### src/rtl/audio_decimator.sv
// L/R delta-sigma ADC decimator: centres the 10-bit words, mixes per mode,
// boxcar-averages DECIM captures, applies a gain shift and saturates to OUT_W.
module audio_decimator #(
    parameter int SAMPLE_DIV = 256,
    parameter int LOG2_DECIM = 4,
    parameter int GAIN_SH    = 2,
    parameter int OUT_W      = 16
) (
    input  logic                    i_clk,
    input  logic                    i_rst,
    input  logic [9:0]              i_adcdt_l,
    input  logic [9:0]              i_adcdt_r,
    input  logic [1:0]              i_mode,
    input  logic                    i_clr_clip,
    output logic signed [OUT_W-1:0] o_sample,
    output logic                    o_valid,
    output logic                    o_clip
);

    localparam int DIV_W = $clog2(SAMPLE_DIV);
    localparam int ACC_W = 12 + LOG2_DECIM;
    localparam int SH_W  = ACC_W + GAIN_SH;
    localparam int EXT_W = (SH_W > OUT_W) ? SH_W : OUT_W;
    localparam logic signed [EXT_W-1:0] SAT_MAX = EXT_W'((64'sd1 <<< (OUT_W - 1)) - 64'sd1);
    localparam logic signed [EXT_W-1:0] SAT_MIN = -SAT_MAX - EXT_W'(1);

    function automatic logic signed [EXT_W-1:0] scale(input logic signed [ACC_W-1:0] s);
        return EXT_W'(s) <<< GAIN_SH;
    endfunction

    function automatic logic is_sat(input logic signed [EXT_W-1:0] v);
        return (v > SAT_MAX) || (v < SAT_MIN);
    endfunction

    function automatic logic signed [OUT_W-1:0] saturate(input logic signed [EXT_W-1:0] v);
        if (v > SAT_MAX)
            return $signed(SAT_MAX[OUT_W-1:0]);
        else if (v < SAT_MIN)
            return $signed(SAT_MIN[OUT_W-1:0]);
        else
            return $signed(v[OUT_W-1:0]);
    endfunction

    logic [DIV_W-1:0]       div_cnt;
    logic                   tick;
    logic signed [10:0]     s_l_p0;
    logic signed [10:0]     s_r_p0;
    logic                   vld_p0;
    logic signed [11:0]     mix;
    logic signed [ACC_W-1:0] acc_p1;
    logic signed [ACC_W-1:0] acc_next;
    logic signed [ACC_W-1:0] sum_p1;
    logic [LOG2_DECIM-1:0]  dec_cnt;
    logic [1:0]             mode_lat;
    logic                   vld_p1;
    logic signed [EXT_W-1:0] scaled;

    assign tick = (div_cnt == DIV_W'(SAMPLE_DIV - 1));

    always_ff @(posedge i_clk or posedge i_rst) begin
        if (i_rst)
            div_cnt <= '0;
        else if (tick)
            div_cnt <= '0;
        else
            div_cnt <= div_cnt + 1'b1;
    end

    // Stage 1: capture and re-centre ADC words on tick
    always_ff @(posedge i_clk) begin
        if (tick) begin
            s_l_p0 <= $signed({1'b0, i_adcdt_l}) - 11'sd512;
            s_r_p0 <= $signed({1'b0, i_adcdt_r}) - 11'sd512;
        end
    end

    always_ff @(posedge i_clk or posedge i_rst) begin
        if (i_rst)
            vld_p0 <= 1'b0;
        else
            vld_p0 <= tick;
    end

    // Stage 2: mix per block-latched mode and accumulate DECIM captures
    always_comb begin
        mix = '0;
        case (mode_lat)
            2'b00:   mix = $signed({s_l_p0[10], s_l_p0}) + $signed({s_r_p0[10], s_r_p0});
            2'b01:   mix = $signed({s_l_p0, 1'b0});
            2'b10:   mix = $signed({s_r_p0, 1'b0});
            default: mix = '0;
        endcase
    end

    assign acc_next = acc_p1 + ACC_W'(mix);

    always_ff @(posedge i_clk or posedge i_rst) begin
        if (i_rst) begin
            acc_p1   <= '0;
            sum_p1   <= '0;
            dec_cnt  <= '0;
            mode_lat <= 2'b00;
            vld_p1   <= 1'b0;
        end else begin
            vld_p1 <= 1'b0;
            if (vld_p0) begin
                if (&dec_cnt) begin
                    sum_p1   <= acc_next;
                    acc_p1   <= '0;
                    dec_cnt  <= '0;
                    vld_p1   <= 1'b1;
                    mode_lat <= i_mode;
                end else begin
                    acc_p1  <= acc_next;
                    dec_cnt <= dec_cnt + 1'b1;
                end
            end
        end
    end

    // Stage 3: gain shift, saturate, register output and sticky clip flag
    assign scaled = scale(sum_p1);

    always_ff @(posedge i_clk or posedge i_rst) begin
        if (i_rst) begin
            o_sample <= '0;
            o_valid  <= 1'b0;
            o_clip   <= 1'b0;
        end else begin
            o_valid <= vld_p1;
            if (vld_p1)
                o_sample <= saturate(scaled);
            if (vld_p1 && is_sat(scaled))
                o_clip <= 1'b1;
            else if (i_clr_clip)
                o_clip <= 1'b0;
        end
    end

endmodule
### config.mk
export PLATFORM = sky130hd
export DESIGN_NAME = audio_decimator
export DESIGN_NICKNAME = d
export VERILOG_FILES = /design/src/rtl/audio_decimator.sv
export SDC_FILE = /design/constraint.sdc
export NUM_CORES = 1
export LEC_CHECK = 0
export ABC_AREA = 1
export CORE_MARGIN = 2
export CORE_UTILIZATION = 39
export CTS_CLUSTER_SIZE = 25
export DETAILED_ROUTE_END_ITERATION = 16
export PLACE_DENSITY_LB_ADDON = 0.2
export REMOVE_ABC_BUFFERS = 1
export SLEW_MARGIN = 20
export SYNTH_ARGS = -nofsm -noshare
export SYNTH_HDL_FRONTEND = slang
export SYNTH_SLANG_ARGS = --single-unit
### constraint.sdc
create_clock -name i_clk -period 3.8 [get_ports i_clk]
set_input_delay 0.76 -clock i_clk [delete_from_list [all_inputs] [get_ports i_clk]]
set_output_delay 0.76 -clock i_clk [all_outputs]
set_load 0.005 [all_outputs]
==> impl_metrics.json, run 1 <==
{
  "status": "finished, final reports clean",
  "route.met2.wl_mm": 4.52,
  "p_sw_share_pct": 20.1,
  "r2r-start": "s_l_p0[2]$_DFFE_PP_",
  "ctsHoldBuffers": 0,
  "seq_area_frac_synth_pct": 48.8,
  "port_buffers": 42,
  "post-cts-setup-buffers": 0,
  "routed_via_density": 4.99,
  "cts_tree": "built",
  "grt_pass1_vias": 3564,
  "switching_power_w": 0.000361,
  "gr-total-overflow": 0,
  "pwr-share-comb_pct": 2.3,
  "hold_depth": 1,
  "hp-start": "div_cnt[0]$_DFF_PP0_",
  "critPathKind": "flip-flop to flip-flop",
  "seqPwrFrac_pct": 52.1,
  "fin_nets": 628,
  "initial_core_util_pct": 40.0,
  "synth_cell_types": 40,
  "critPathMaxFanout": 5,
  "power_leakage_nw": 2.51,
  "crit_family": "simple AND/OR/NAND/NOR gates",
  "cpPeakStageDelay_ns": 0.40,
  "place.gp.congestion": 0.876,
  "clk_transition_reported_paths_ns": 0.06,
  "setup_tns_ns": 0,
  "antenna_found_initial": 0,
  "design.die.area_um2": 12600,
  "diodes": 0,
  "p_int_w": 0.00143,
  "first_pass_iters": 4,
  "reg2reg_slack_ns": 0.63,
  "cts-buffers-inserted": 9,
  "track_usage_pct": 16.5,
  "clockBufferDepth": 2,
  "root_buffer": "clkbuf_16",
  "met1_length_mm": 4.67,
  "die_w_um": 112,
  "post_cts_resized": 0,
  "drt_wl_total_mm": 9.71,
  "async_reset_ff_share_pct": 76.5,
  "worstSetupStartpointType": "flip-flop",
  "worstPathCellList": "ha_1, a21oi_1, nand2_1, a31oi_1, nor2_1, nor2_1, nand2_1, nand3_1, nand3_1, ha_1, nand2_1, nand2_1, a31oi_1, nand3_1, or2_2, nand3_1, nand2_1",
  "setup_viol": 0,
  "min_period_ns": 3.17,
  "clock-sinks": 85,
  "antenna_left": 0,
  "p_clk_share_pct": 45.6,
  "syn_area_per_cell_um2": 8.64,
  "dp_hpwl_mm": 7.33,
  "grt_pass1_wl_mm": 16.7,
  "clock_latency_ns": 0.34,
  "final_util_pct": 47.5,
  "relSlewSlack_pct": 30.9,
  "highest_layer": "met4",
  "peakVddDrop_v": 0.000272,
  "wl_per_cell_um": 13.5,
  "fill_cells": 1114,
  "crit_required_ns": 4.02,
  "synth_seq_cells": 85,
  "multiInputGateArea_um2": 2100,
  "crit_start": "s_l_p0[2]$_DFFE_PP_",
  "cap_violations": 0,
  "io_pins": 43,
  "cp_common_cell": "nand2_1",
  "fmax_mhz": 315,
  "rows": 39,
  "netlist_instances": 528,
  "grt_max_degree": 51,
  "fin_skew_ns": 0.00594,
  "route.vias.total": 3606,
  "drive_gt1_share_pct": 7.60,
  "hold-path-endpoint": "div_cnt[0]$_DFF_PP0_",
  "synth_ff_type": "dfrtp_1",
  "min_period_over_period_pct": 83.5,
  "hp-class": "flip-flop to flip-flop",
  "die_h_um": 112,
  "cts_max_level": 3,
  "route.met3.wl_um": 402,
  "reg2reg_depth": 17,
  "worst_path_max_delay_cell": "edfxtp_1",
  "drc": 0,
  "core_um2": 11400,
  "synth_area_um2": 4560,
  "drtIter0Drc": 165,
  "regArea_um2": 2230,
  "finalMaxSlewViolations": 0,
  "timing.rr.end": "sum_p1[12]$_DFFE_PP0P_",
  "rsz0062_at_grt": "false",
  "crit_buf_inv": 0,
  "worst_ep_arrival_time_ns": 3.40,
  "synth_edf_count": 20,
  "worst_pin_slew_ns": 1.04,
  "hold_viol": 0,
  "synth_warnings": 0,
  "syn_to_final_growth_pct": 18.8,
  "critPathCaptureType": "flip-flop",
  "powerDensity_nw_per_um2": 331
}
## flip-flops by register name, indices dropped and copies added, names as in the netlist
name and count:
vld_p0 1, mode_lat 2, o_sample 15, sum_p1 16, o_valid 1, o_clip 1, dec_cnt 4, s_r_p0 10
acc_p1 16, s_l_p0 10, vld_p1 1, div_cnt 8
## layout by cell type, fill, tap and decap left out, drive strengths merged, types with 2 or more instances in the layout
cell / count
clkbuf: 12
xor2: 10
nor2: 38
fa: 2
ha: 27
edfxtp: 20
a31oi: 2
nor3: 6
clkdlybuf4s50: 42
o21ai: 46
inv: 48
nand3: 54
clkinv: 5
nand2: 151
o211ai: 4
a21oi: 24
o221ai: 2
or2: 4
dfrtp: 65
xnor2: 6
buf: 3
## stage by stage
stage / setup WS (ns) / power, W / cell area, um2 / hold WS [ns] / instances
global placement: 0.677 / 0.000993 / 5140 / 0.445 / 706
floorplan: 0.927 / 0.000963 / 4520 / 0.413 / 518
detailed placement: 0.649 / 0.000994 / 5140 / 0.453 / 706
finish: 0.625 / 0.00179 / 5420 / 0.459 / 722
CTS: 0.634 / 0.00182 / 5420 / 0.461 / 722
global route: 0.325 / 0.00187 / 5420 / 0.473 / 722
## routing by layer
layer / track usage, % / vias up
met5: 0 / -
met4: 4.88 / 0
li1: - / 1849
met3: 3.56 / 12
met2: 27.1 / 70
met1: 22.0 / 1675
## worst reg2reg max path: cells and delay by family, from the launching register on
family	cells	cell delay [ns]
AOI/OAI and AO/OA	3	0.57
adders and majority gates	2	0.73
DFF	1	0.40
and+or+nand+nor	12	1.37
## worst max path at each step
stage,to,slack [ns],cells past startpoint
after floorplan,sum_p1[15]$_DFFE_PP0P_,0.93,17
after global placement,sum_p1[12]$_DFFE_PP0P_,0.68,17
after detailed placement,sum_p1[12]$_DFFE_PP0P_,0.65,16
after CTS,sum_p1[12]$_DFFE_PP0P_,0.63,16
after global routing,sum_p1[14]$_DFFE_PP0P_,0.32,16
final,sum_p1[12]$_DFFE_PP0P_,0.63,17
## cell families after synthesis
group,share of synthesized area (%)
compound gates,10.5
buf+inv,5.15
fa+ha+maj,8.28
simple gates,24.2
xor+xnor,3.07
flops,48.8
## cell type report
type,count,area share (%)
tap,143,3.30
timing repair buffer,45,8.17
multi-input combinational,383,38.8
inverter,50,3.48
clock inverter,4,0.415
sequential,85,41.1
clock buffer,12,4.73
## synthesized netlist by cell type, drive strengths merged (2+ instances only)
cell	number	area share, %
nand2	151	13
dfrtp	65	36
nand3	54	6.2
inv	49	4.0
o21ai	46	5.1
nor2	38	3.5
ha	27	7.4
a21oi	24	3.2
edfxtp	20	13
xor2	10	1.9
clkbuf	6	0.49
nor3	6	0.77
xnor2	6	1.2
buf	4	0.55
o211ai	4	0.66
or2	4	0.55
a31oi	2	0.27
fa	2	0.88
o221ai	2	0.38
## power by group through the flow
stage	Combinational (W)	Sequential [W]	Clock, W
final	0.0000404	0.000935	0.000818
after global routing	0.0000460	0.000934	0.000886
after CTS	0.0000420	0.000934	0.000845
after detailed placement	0.0000417	0.000952	0
after global placement	0.0000407	0.000952	0
after floorplan	0.0000104	0.000952	0
No activity file was read; power rests on OpenSTA's default activity.
==> run 2: changes to the inputs <==
clock period = 2.6 ns   (was 3.8 ns; I/O delays follow)
==> impl_metrics.json, run 2 (synthesized netlist as in run 1, its figures left out) <==
{
  "status": "finished, violations left",
  "violations": "setup timing",
  "gr-total-overflow": 0,
  "powerDensity_nw_per_um2": 442,
  "critPathMaxFanout": 4,
  "clock_latency_ns": 0.34,
  "clockBufferDepth": 2,
  "rsz0062_at_grt": "true",
  "fill_cells": 1027,
  "track_usage_pct": 17.9,
  "grt_max_degree": 66,
  "routed_via_density": 4.89,
  "hp-class": "flip-flop to flip-flop",
  "syn_to_final_growth_pct": 44.2,
  "wl_per_cell_um": 13.8,
  "io_pins": 43,
  "port_buffers": 42,
  "drtIter0Drc": 140,
  "die_w_um": 112,
  "antenna_found_initial": 0,
  "relSlewSlack_pct": 59.4,
  "setup_ws_ns": -0.365,
  "critPathKind": "flip-flop to flip-flop",
  "min_period_over_period_pct": 114,
  "worstSetupStartpointType": "flip-flop",
  "power_leakage_nw": 2.98,
  "min_period_ns": 2.96,
  "drt_wl_total_mm": 11.0,
  "crit_start": "s_l_p0[0]$_DFFE_PP_",
  "fmax_mhz": 337,
  "antenna_left": 0,
  "critPathCaptureType": "flip-flop",
  "fin_nets": 703,
  "worst_pin_slew_ns": 0.605,
  "cts_tree": "built",
  "clk_transition_reported_paths_ns": 0.06,
  "root_buffer": "clkbuf_16",
  "final_common_cell": "nand2_1",
  "core_um2": 11400,
  "fin_skew_ns": 0.00723,
  "grt_pass1_vias": 3875,
  "grt_pass1_wl_mm": 18.2,
  "crit_required_ns": 2.84,
  "initial_core_util_pct": 40.0,
  "r2r-start": "s_l_p0[0]$_DFFE_PP_",
  "rows": 39,
  "reg2reg_slack_ns": -0.36,
  "dp_hpwl_mm": 7.46,
  "cts-buffers-inserted": 9,
  "route.vias.total": 3897,
  "die_h_um": 112,
  "hp-start": "div_cnt[0]$_DFF_PP0_",
  "cap_violations": 0,
  "finalMaxSlewViolations": 0,
  "peakVddDrop_v": 0.000267,
  "final_cell_mix": "nand2_1, buf_4, dfrtp_1",
  "diodes": 0,
  "cts_max_level": 3,
  "design.die.area_um2": 12600,
  "place.gp.congestion": 0.887,
  "worst_ep_arrival_time_ns": 3.20,
  "drive_gt1_share_pct": 29.8,
  "finish.instance_area_um2": 6580,
  "setup_viol": 26,
  "clock-sinks": 85,
  "reg.largest.list": "acc_p1: 16 flops, sum_p1: 16 flops, o_sample: 15 flops",
  "placed_area_um2": 5580,
  "hold_viol": 0,
  "first_pass_iters": 4,
  "drc": 0,
  "setup_tns_ns": -7.14
}
-- run 2: path summary, 6_finish.rpt --
| path | endpoint | cells past startpoint |
|---|---|---|
| max in group asynchronous | acc_p1[10]$_DFFE_PP0P_ | 3 |
| worst min-delay path | div_cnt[0]$_DFF_PP0_ | 1 |
| worst max-delay path | sum_p1[15]$_DFFE_PP0P_ | 15 |
| worst max register to register | sum_p1[15]$_DFFE_PP0P_ | 15 |
| min in group asynchronous | acc_p1[2]$_DFFE_PP0P_ | 3 |
| worst min register to register | div_cnt[0]$_DFF_PP0_ | 1 |
-- run 2: final cells by class --
type / instances / area (um2) / share of cell area, %
Sequential cell: 85 / 2230 / 33.8
Clock buffer: 12 / 278 / 4.22
Clock inverter: 4 / 75.1 / 1.14
Timing Repair Buffer: 120 / 1060 / 16.1
Tap cell: 143 / 179 / 2.72
Inverter: 50 / 188 / 2.85
Multi-Input combinational cell: 383 / 2580 / 39.2
-- run 2: metrics by stage --
step | utilization (%) | total power, W | std cells | worst slack [ns] | hold slack [ns]
final | 57.6 | 0.00291 | 797 | -0.365 | 0.464
after CTS | 55.3 | 0.00294 | 787 | -0.392 | 0.476
after floorplan | - | 0.00141 | 518 | -0.273 | 0.413
after detailed placement | 48.9 | 0.00145 | 763 | -0.493 | 0.467
after global placement | 48.9 | 0.00145 | 763 | -0.432 | 0.446
after global routing | 57.6 | 0.00301 | 797 | -0.564 | 0.506
-- run 2: where the power goes --
part | switching [W] | total [W] | internal [W]
Combinational | 0.0000249 | 0.0000595 | 0.0000345
Clock | 0.000527 | 0.00148 | 0.000954
Sequential | 0.0000000000000000000351 | 0.00137 | 0.00137
-- run 2: routing by layer --
layer | GRT usage [%] | routed length, um
met5 | 0 | 0
met4 | 6.91 | 225
met3 | 3.02 | 381
met2 | 30.4 | 5400
met1 | 22.9 | 5020
-- run 2: repair_timing --
action	CTS	global route
pin swaps	45	59
hold buffers	0	0
resized for setup	67	50
endpoints found under the setup margin	26	28
endpoints found under the hold margin	0	0
setup buffers	9	14
-- run 2: worst max-delay path, stage by stage (launching register included) --
cell and delay [ns]:
edfxtp_1 0.40, ha_2 0.22, fa_2 0.35, buf_4 0.15, buf_6 0.11, xnor2_2 0.12, o211ai_1 0.22, ha_1 0.33
a21oi_2 0.19, nand2_2 0.11, nand3_1 0.10, nand3_2 0.12, a21oi_4 0.17, nand3_2 0.12, nand3_2 0.08, nand2_1 0.06
==> RTL edit 1, RTL diff (flow settings as in run 1) <==
Reset style: synchronous (`i_rst`), changed in 4 clocked blocks.
--- a/src/rtl/audio_decimator.sv
+++ b/src/rtl/audio_decimator.sv
@@ -59,3 +59,3 @@
 
-    always_ff @(posedge i_clk or posedge i_rst) begin
+    always_ff @(posedge i_clk) begin
         if (i_rst)
@@ -76,3 +76,3 @@
 
-    always_ff @(posedge i_clk or posedge i_rst) begin
+    always_ff @(posedge i_clk) begin
         if (i_rst)
@@ -96,3 +96,3 @@
 
-    always_ff @(posedge i_clk or posedge i_rst) begin
+    always_ff @(posedge i_clk) begin
         if (i_rst) begin
@@ -123,3 +123,3 @@
 
-    always_ff @(posedge i_clk or posedge i_rst) begin
+    always_ff @(posedge i_clk) begin
         if (i_rst) begin
Behaviour: same outputs for any inputs over 10 cycles, from zero or initial values and one cycle with i_rst high; that may be too few to reach the edited logic, so the function may still have changed.
==> RTL edit 1 against run 1 <==
Sequential share of layout area decreased by 5.1 points. Sequential cell count unchanged. Power increased by 5.1%. Count of clock-buffer cells in the layout decreased by 2. Setup slack got worse by 150 ps. Via count increased by 4.2%. Non-clock buffer count decreased by 1. Synthesized area decreased by 2.9%. Final area decreased by 2.6%. Wire length decreased by 0.69%. Critical path type unchanged. Highest routed layer unchanged.
==> RTL edit 1: results (changes against run 1) <==
Power:
- The combinational logic power came to 42.9 µW (was 40.4 µW).
- The power attributed to the clock group is 915 µW (was 818 µW).
- The worst supply voltage drop on vdd is 0.000269 V (was 0.000272 V).

Placed design:
- The total cell area at the placement stage was 4970 µm² (was 5140 µm²).
- The final HPWL from detailed placement is 7100 µm (was 7330 µm).
- The weighted congestion at the end of routability-driven global placement was 0.859 (was 0.876).
- The number of instances in the placed design is 731 (was 706).

Logic synthesis:
- The primary flip-flop cell chosen by synthesis mapping is sky130_fd_sc_hd__dfxtp_1 (was sky130_fd_sc_hd__dfrtp_1).
- Ranking of synthesized cells by instance count: sky130_fd_sc_hd__nand2_1, sky130_fd_sc_hd__dfxtp_1, sky130_fd_sc_hd__a21oi_1, sky130_fd_sc_hd__inv_1, sky130_fd_sc_hd__nor2_1 (was sky130_fd_sc_hd__nand2_1, sky130_fd_sc_hd__dfrtp_1, sky130_fd_sc_hd__nand3_1).
- The synthesized-area fraction occupied by adder cells came to 0.0853 (was 0.0828).
- The share of synthesized flip-flops with an asynchronous set or reset is 0 (was 0.765).

Final layout:
- The clock buffer instance count of the final layout is 10 (was 12).
- The proportion of cell area spent on the clock network is 0.0585 (was 0.0515).
- The layout net count is 656 (was 628).
- The area share of buffers outside the clock network is 0.0825 (was 0.0817).
- The multi-input logic cell count is 399 (was 383).
- The number of inverters outside the clock class in the layout is 63 (was 50).
- The area taken by flip-flops and latches is 1900 µm² (was 2230 µm²).

Global route:
- The first-pass GRT wire length is 16,400 µm (was 16,700 µm).
- The pin count of the biggest net entering global routing is 45 (was 51).
- The number of global-route vias before repair is 3,555 (was 3,564).

Setup path:
- The timing startpoint of the critical path was s_l_p0[0]$_DFFE_PP_ (was s_l_p0[2]$_DFFE_PP_).
- The cell with the largest stage delay on the worst path is sky130_fd_sc_hd__o311ai_0 (was sky130_fd_sc_hd__edfxtp_1).
- The critical register-to-register path endpoint is sum_p1[11]$_SDFFE_PP0P_ (was sum_p1[12]$_DFFE_PP0P_).
- The reg2reg setup slack came to 470 ps (was 630 ps).

Worst hold path:
- The endpoint of the worst hold path is div_cnt[0]$_SDFF_PP0_ (was div_cnt[0]$_DFF_PP0_).

STA:
- The largest clock skew in the final design is 7.79 ps (was 5.94 ps).
- The slew at the pin closest to its max-slew limit was 920 ps (was 1040 ps).

Floorplan:
- The core outline area came to 11,000 µm² (was 11,400 µm²).

Routing:
- The total vias in the final route is 3,756 (was 3,606).
- The detailed-route vias per instance was 5.03 (was 4.99).

Status:
- Outcome: completed (unchanged).
==> RTL edit 1: changes by cell type in the layout (fill, tap and decap cells not counted), moves of 4 or more <==
cell                      change
sky130_fd_sc_hd__dfrtp_1     -65
sky130_fd_sc_hd__dfxtp_1     +65
sky130_fd_sc_hd__a21oi_1     +36
sky130_fd_sc_hd__nand2_1     -28
sky130_fd_sc_hd__nand3_1     -19
sky130_fd_sc_hd__nor2_1      +18
sky130_fd_sc_hd__inv_1       +10
sky130_fd_sc_hd__inv_2        +4
sky130_fd_sc_hd__o21ai_0      -4
==> RTL edit 1: layer usage <==
metal  track usage  routed length (µm)  vias to the layer above
met4        0.0783                 212                        0
met3        0.0340                 303                       16
met1         0.206                4790                     1727
met2         0.272                4340                       64
met5             0                   0                        -
li1              -                   -                     1949
==> RTL edit 2, RTL diff (settings of run 1) <==
Made on the original files. Set the parameter `SAMPLE_DIV` to 128 (it was 256).
--- a/src/rtl/audio_decimator.sv
+++ b/src/rtl/audio_decimator.sv
@@ -3,3 +3,3 @@
 module audio_decimator #(
-    parameter int SAMPLE_DIV = 256,
+    parameter int SAMPLE_DIV = 128,
     parameter int LOG2_DECIM = 4,
Formal check against the unedited RTL: no difference found for any inputs over 10 cycles, from zero or initial values and one cycle with i_rst high; that may be too few to reach the edited logic, so the function may still have changed.
==> RTL edit 2 against run 1 <==
Sequential share of layout area is 0.21 points lower. Critical path depth rose by 1. Synthesized area fell by 1.2%. Setup slack better by 56 ps. Combinational power decreased by 5.0%. Count of clock-buffer cells in the layout unchanged. Via count decreased by 1.4%. Power increased by 5.3%. Wire length down 3.5%. Global-route usage shrank 0.36 points. Final area fell by 0.62%. Sequential cell count down 1.
==> RTL edit 2: results (changes against run 1) <==
Status:
- Outcome: completed (unchanged).

Placed design:
- The final HPWL from detailed placement is 6980 µm (was 7330 µm).
- The number of instances in the placed design is 698 (was 706).
- The post-placement worst setup slack is 667 ps (was 649 ps).
- The weighted congestion at the end of routability-driven global placement came to 0.871 (was 0.876).
- The total cell area at the placement stage came to 5070 µm² (was 5140 µm²).

Setup path:
- The dominant delay contributor by cell family on the critical path is adder cells (was simple AND/OR/NAND/NOR gates).
- The largest fanout on the critical path is 4 (was 5).

Final layout:
- The fraction of area in registers is 0.409 (was 0.411).
- The number of flip-flops and latches is 84 (was 85).
- The final-layout fill cell count was 1,101 (was 1,114).
- The proportion of cell area spent on the clock network came to 0.0595 (was 0.0515).
- The count of non-CTS buffers in the layout is 43 (was 45).
- The multi-input logic cell count was 378 (was 383).
- The layout cell share with drive strength beyond 1 is 0.0754 (was 0.0760).

Routing:
- The routed wirelength normalized by instance count is 13.1 µm (was 13.5 µm).
- The number of violations reported at the end of detailed-routing iteration 0 is 176 (was 165).
- The total vias in the final route is 3,554 (was 3,606).
- The met2 wire length is 4350 µm (was 4520 µm).

Logic synthesis:
- The sequential share of the synthesized area is 0.488 (about the same).
- The count of unique library cells instantiated by Yosys is 42 (was 40).
- Ranking of synthesized cells by instance count: sky130_fd_sc_hd__nand2_1, sky130_fd_sc_hd__dfrtp_1, sky130_fd_sc_hd__nand3_1 (unchanged).

Power:
- The switching share of power came to 0.192 (was 0.201).

Global route:
- The total routing resource utilization after global routing was 0.161 (was 0.165).
- The pin count of the biggest net entering global routing is 65 (was 51).
- The global routing usage on met2 is 0.262 (was 0.271).

STA:
- The worst hold margin is 464 ps (was 459 ps).
RTL edit 2: cell count changes in the layout (fill, tap and decap cells not counted), moves of 3 or more:
cell                       delta
sky130_fd_sc_hd__o21ai_1      +5
sky130_fd_sc_hd__inv_2        +4
sky130_fd_sc_hd__nand2_1      -3
sky130_fd_sc_hd__clkinv_2     -3
sky130_fd_sc_hd__inv_1        -4
sky130_fd_sc_hd__o21ai_0      -5
RTL edit 2: power groups by stage:
| stage | Clock (µW) | Sequential, µW | Combinational [µW] |
|---|---|---|---|
| after floorplan | 0 | 941 | 10.3 |
| after global placement | 0 | 941 | 39.4 |
| after detailed placement | 0 | 941 | 40.3 |
| after CTS | 948 | 924 | 40.2 |
| after global routing | 986 | 923 | 43.7 |
| final | 925 | 924 | 38.4 |
RTL edit 2: cell families after synthesis:
family	synth area share
simple gates	0.242
flops	0.488
buf+inv	0.0524
xor+xnor	0.0272
fa+ha+maj	0.0838
compound gates	0.107
